===== src/rtl/branch_resolver.sv =====
// branch_resolver: resolves exec-stage branches into a registered fetch redirect and a predictor update pulse.
module branch_resolver #(
  parameter int CNT_WIDTH = 32
) (
  input  logic                 clk,
  input  logic                 rst_n,
  input  logic                 in_valid,
  output logic                 in_ready,
  input  logic [31:0]          in_pc,
  input  logic                 in_is_cond,
  input  logic                 in_is_jump,
  input  logic [31:0]          in_target,
  input  logic                 in_cond_equal,
  input  logic                 in_cond_sign,
  input  logic                 in_negate,
  input  logic                 in_mask_equal,
  input  logic                 in_mask_sign,
  input  logic                 in_pred_taken,
  input  logic [31:0]          in_pred_target,
  input  logic                 in_ds_present,
  input  logic                 ds_valid,
  input  logic                 flush,
  output logic                 redirect_valid,
  output logic [31:0]          redirect_pc,
  input  logic                 redirect_ready,
  output logic                 upd_valid,
  output logic [31:0]          upd_pc,
  output logic [31:0]          upd_target,
  output logic                 upd_taken,
  output logic [CNT_WIDTH-1:0] branch_cnt,
  output logic [CNT_WIDTH-1:0] mispredict_cnt
);
  typedef enum logic [1:0] {IDLE, WAIT_DS, REDIRECT} state_t;
  state_t state, state_nx;
  logic hit, taken, mispredict, accept;
  logic [31:0] next_pc;
  assign in_ready = state == IDLE;
  assign redirect_valid = state == REDIRECT;
  always_comb begin
    hit = (in_mask_equal & in_cond_equal) | (in_mask_sign & in_cond_sign);
    taken = in_is_jump | (in_is_cond & (hit ^ in_negate));
    next_pc = taken ? in_target : in_pc + 32'd8;
    mispredict = (taken != in_pred_taken) | (taken & (in_pred_target != in_target));
    accept = in_valid & in_ready & ~flush;
    state_nx = state;
    if (flush)
      state_nx = IDLE;
    else if (state == IDLE)
      state_nx = accept & mispredict ? (in_ds_present ? REDIRECT : WAIT_DS) : IDLE;
    else if (state == WAIT_DS)
      state_nx = ds_valid ? REDIRECT : WAIT_DS;
    else
      state_nx = redirect_ready ? IDLE : REDIRECT;
  end
  always_ff @(posedge clk or negedge rst_n)
    if (!rst_n)
      state <= IDLE;
    else
      state <= state_nx;
  // redirect_pc is only written on a mispredicted accept, so it stays stable while REDIRECT waits
  always_ff @(posedge clk or negedge rst_n)
    if (!rst_n) begin
      redirect_pc    <= '0;
      upd_valid      <= 1'b0;
      upd_pc         <= '0;
      upd_target     <= '0;
      upd_taken      <= 1'b0;
      branch_cnt     <= '0;
      mispredict_cnt <= '0;
    end else begin
      upd_valid <= accept;
      if (accept) begin
        upd_pc     <= in_pc;
        upd_target <= in_target;
        upd_taken  <= taken;
        branch_cnt <= branch_cnt + CNT_WIDTH'(1);
      end
      if (accept & mispredict) begin
        redirect_pc    <= next_pc;
        mispredict_cnt <= mispredict_cnt + CNT_WIDTH'(1);
      end
    end
endmodule


===== config.mk =====
export PLATFORM = sky130hd
export DESIGN_NAME = branch_resolver
export DESIGN_NICKNAME = d
export VERILOG_FILES = /design/src/rtl/branch_resolver.sv
export SDC_FILE = /design/constraint.sdc
export NUM_CORES = 1
export LEC_CHECK = 0
export ABC_AREA = 1
export BUFFER_PORTS_ARGS = -buffer_cell sky130_fd_sc_hd__buf_2
export CORE_MARGIN = 8
export CORE_UTILIZATION = 47
export CTS_BUF_LIST = sky130_fd_sc_hd__clkbuf_16
export DETAILED_ROUTE_END_ITERATION = 7
export GPL_ROUTABILITY_DRIVEN = 0
export GPL_TIMING_DRIVEN = 0
export PLACE_DENSITY = 0.77
export SYNTH_ARGS = -nofsm -noshare
export SYNTH_HDL_FRONTEND = slang
export SYNTH_SLANG_ARGS = --single-unit

===== constraint.sdc =====
create_clock -name clk -period 1.5 [get_ports clk]
set_input_delay 0.375 -clock clk [delete_from_list [all_inputs] [get_ports clk]]
set_output_delay 0.375 -clock clk [all_outputs]
set_load 0.02 [all_outputs]

==> flow_summary.yaml <==
global_route:
  grt_max_degree: 120
  grt_overflow: 0
  antenna_found_initial: 5
  first_global_vias: 9210
  grt_pass1_wl_um: 49600
  grt_usage_pct: 26.7
critical_path:
  cp-startpoint: "state[0]"
  cp.required_ps: 1820
  reg2reg_depth: 9
  cp-end-kind: "flop"
  r2r_end: "branch_cnt[5]"
  worst-path-stages: 9
  crit_buf_inv: 4
  crit_chain: "nor2_4 -> nand2_4 -> buf_4 -> buf_6 -> buf_12 -> nor2_4 -> nand3_2 -> xor2_1 -> inv_1"
  cp.arrival_ps: 1990
  r2r_slack_ps: -170
  cp-endpoint: "branch_cnt[5]"
  criticalPathCategory: "reg2reg"
  cpPeakStageDelay_ps: 410
  worstPathMaxFanout: 10
  cp_slowest_cell: "dfrtp_1"
  startpoint_type: "flop"
  cpMostUsedCell: "nor2_4"
  critPathTopFamily: "simple AND/OR/NAND/NOR gates"
  r2r_start: "state[0]"
route:
  vias_per_cell: 5.27
  wl_met3_um: 2940
  drtAntennaViolNets: 0
  drt_iter0_drc: 634
  drc_errors: 0
  via_count: 9378
  wl_um: 32800
  drt-met1-wl_um: 13000
  top_layer: "met5"
  routedWlPerCell_um: 18.4
  dr_wl_met2_um: 15900
  first_pass_iters: 6
placed_design:
  io_buffer_count: 274
  dp_hpwl_um: 24100
  place_inst: 1699
clock_network:
  cts.clk_slew.worst_paths_ps: 60
  ctsHtreeMaxLevel: 4
  cts_buffer_depth: 2
  cts_tree: "built"
  clock_latency_ps: 440
  cts_sinks: 164
  cts_buffers: 17
  cts_root_buf: "clkbuf_16"
yosys:
  netlist_instances: 1190
  synth_top_area_share_pct: 46.1
  yosys_warnings: 0
  synth_ff_type: "dfrtp_1"
  avgSynthCellArea_um2: 7.49
  ys_ff_latch: 164
  synth_nets: 1304
  yosys-top-cells-count: "469 x nand2_1, 164 x dfrtp_1, 118 x inv_1, 89 x o21ai_0, 86 x nor2_1"
  synth.distinct_cells: 31
  ys_seq_area_share_pct: 46.1
  yosysMostFrequentCell: "nand2_1"
  synth_top_cell_by_area: "dfrtp_1"
  synth_edf_count: 0
  synthTopCellsByArea: "dfrtp_1 46%, nand2_1 20%, xor2_1 5.3%"
  synth_area_um2: 8910
  async_reset_ff_share_pct: 100
floorplan:
  fp.dieH_um: 154
  die-area_um2: 23600
  start_util_pct: 47.8
  core_um2: 18600
  ios: 275
  rows: 50
  die_w_um: 154
power_and_ir_drop:
  peakVddDrop_uv: 704
  p_per_area_nw_per_um2: 1120
  p_total_mw: 14.2
  total_leakage_power_nw: 6.80
sta:
  setup_ws_ps: -168
  period_share_pct: 111
  hold_violations: 0
  fin_skew_ps: 12.9
  worst_slew_pin_slew_ps: 523
  rsz0062_at_grt: "yes"
  timing.slew.headroom_pct: 65.1
  maxSlewViolCount: 0
  fmax_mhz: 599
  period_needed_ps: 1670
  final-setup-viol-count: 101
final_layout:
  fillers: 1500
  diodes: 0
  fin_cells: 1779
  syn_to_final_growth_pct: 42.6
  nNetsFinal: 1646
  drive_gt1_share_pct: 37.3
status:
  outcome: "finished, violations left"
  violations: "setup timing"
min_path:
  hold_path.class: "in2reg"
flow_run:
  maxCapViolations: 0
how the worst min path moves through the flow:
stage / from / endpoint / slack, ps / cells after the start
5_1_grt: flush / state[0] / 130 / 2
6_report: flush / state[0] / 120 / 2
3_5_place_dp: rst_n / mispredict_cnt[18] / 290 / 1
2_1_floorplan: rst_n / branch_cnt[0] / 80 / 0
4_1_cts: flush / state[0] / 110 / 2
3_3_place_gp: redirect_pc[28] / redirect_pc[28] / 450 / 2
per-stage QoR:
| step | hold WS, ps | setup TNS (ps) | setup slack (ps) | util [%] | instance area (um^2) |
|---|---|---|---|---|---|
| 2_1_floorplan | 79.4 | -1020 | -125 | - | 8970 |
| 3_3_place_gp | 450 | -459050 | -2760 | 57.1 | 10600 |
| 3_5_place_dp | 292 | -57980 | -570 | 57.3 | 10700 |
| 4_1_cts | 111 | -5170 | -126 | 63.9 | 11900 |
| 5_1_grt | 128 | -15790 | -236 | 68.2 | 12700 |
| 6_report | 125 | -7550 | -168 | 68.2 | 12700 |
metal layers:
layer,up-vias,track usage [%]
met5,-,0
met4,10,8.63
met3,80,8.18
met2,459,45.1
met1,4418,32.0
li1,4411,-
power breakdown:
group	total, mW	internal (mW)	switching [mW]
Clock	4.45	2.50	1.95
Combinational	4.11	1.62	2.49
Sequential	5.63	5.06	0.576
kinds of logic after synthesis:
kind of cell,count (synthesis),synth area share (%)
flip-flops,164,46.1
buffers and inverters,157,7.30
AND/OR/NAND/NOR,686,32.4
multiplexers,4,0.449
adder cells (fa/ha/maj),3,0.421
XOR/XNOR,82,8.06
AO/OA/AOI/OAI,94,5.28
flip-flops by register name, indices dropped and copies added, names as in the netlist:
signal and count:
upd_taken 1, upd_valid 1, branch_cnt 32, state 2
upd_pc 32, redirect_pc 32, mispredict_cnt 32, upd_target 32
repair_timing:
action / CTS / global route
endpoints found under the setup margin: 154 / 145
pin swaps: 21 / 28
setup buffers: 18 / 23
gates cloned: 4 / 4
hold endpoints to repair: 45 / 0
resized for setup: 138 / 203
hold buffers: 1 / 0
cell type report:
| cell class | instances | area, um^2 | area share (%) |
|---|---|---|---|
| Buffer | 34 | 393 | 3.09 |
| Clock buffer | 17 | 425 | 3.35 |
| Clock inverter | 15 | 170 | 1.34 |
| Inverter | 122 | 473 | 3.72 |
| Multi-Input combinational cell | 869 | 4790 | 37.7 |
| Sequential cell | 164 | 4150 | 32.6 |
| Tap cell | 234 | 293 | 2.30 |
| Timing Repair Buffer | 324 | 2020 | 15.9 |
cells in the final DEF (no fill, tap or decap), types with 3 or more instances in the layout:
cell type    n
nor2_4      13
xnor2_1     28
nand2_4     18
dfrtp_1    130
nand3b_1     3
nor3_2       8
clkinv_4     5
clkbuf_16   21
nand3_1     39
buf_12       6
inv_1      113
a21oi_1      3
nand2_2     52
o21ai_0     47
buf_8       13
nand4_1     26
mux2i_1      4
dfrtp_2     34
inv_2        7
buf_4       27
buf_16       4
buf_6       25
nor3b_1      3
xor2_1      54
o21ai_2     13
nand3_4      7
nor2_1      63
nor3_1      20
nor2_2      15
inv_6        4
o21ai_1     30
nand3_2      8
nand2_1    402
buf_2      273
Note: power is estimated with default switching activity, not from simulation.
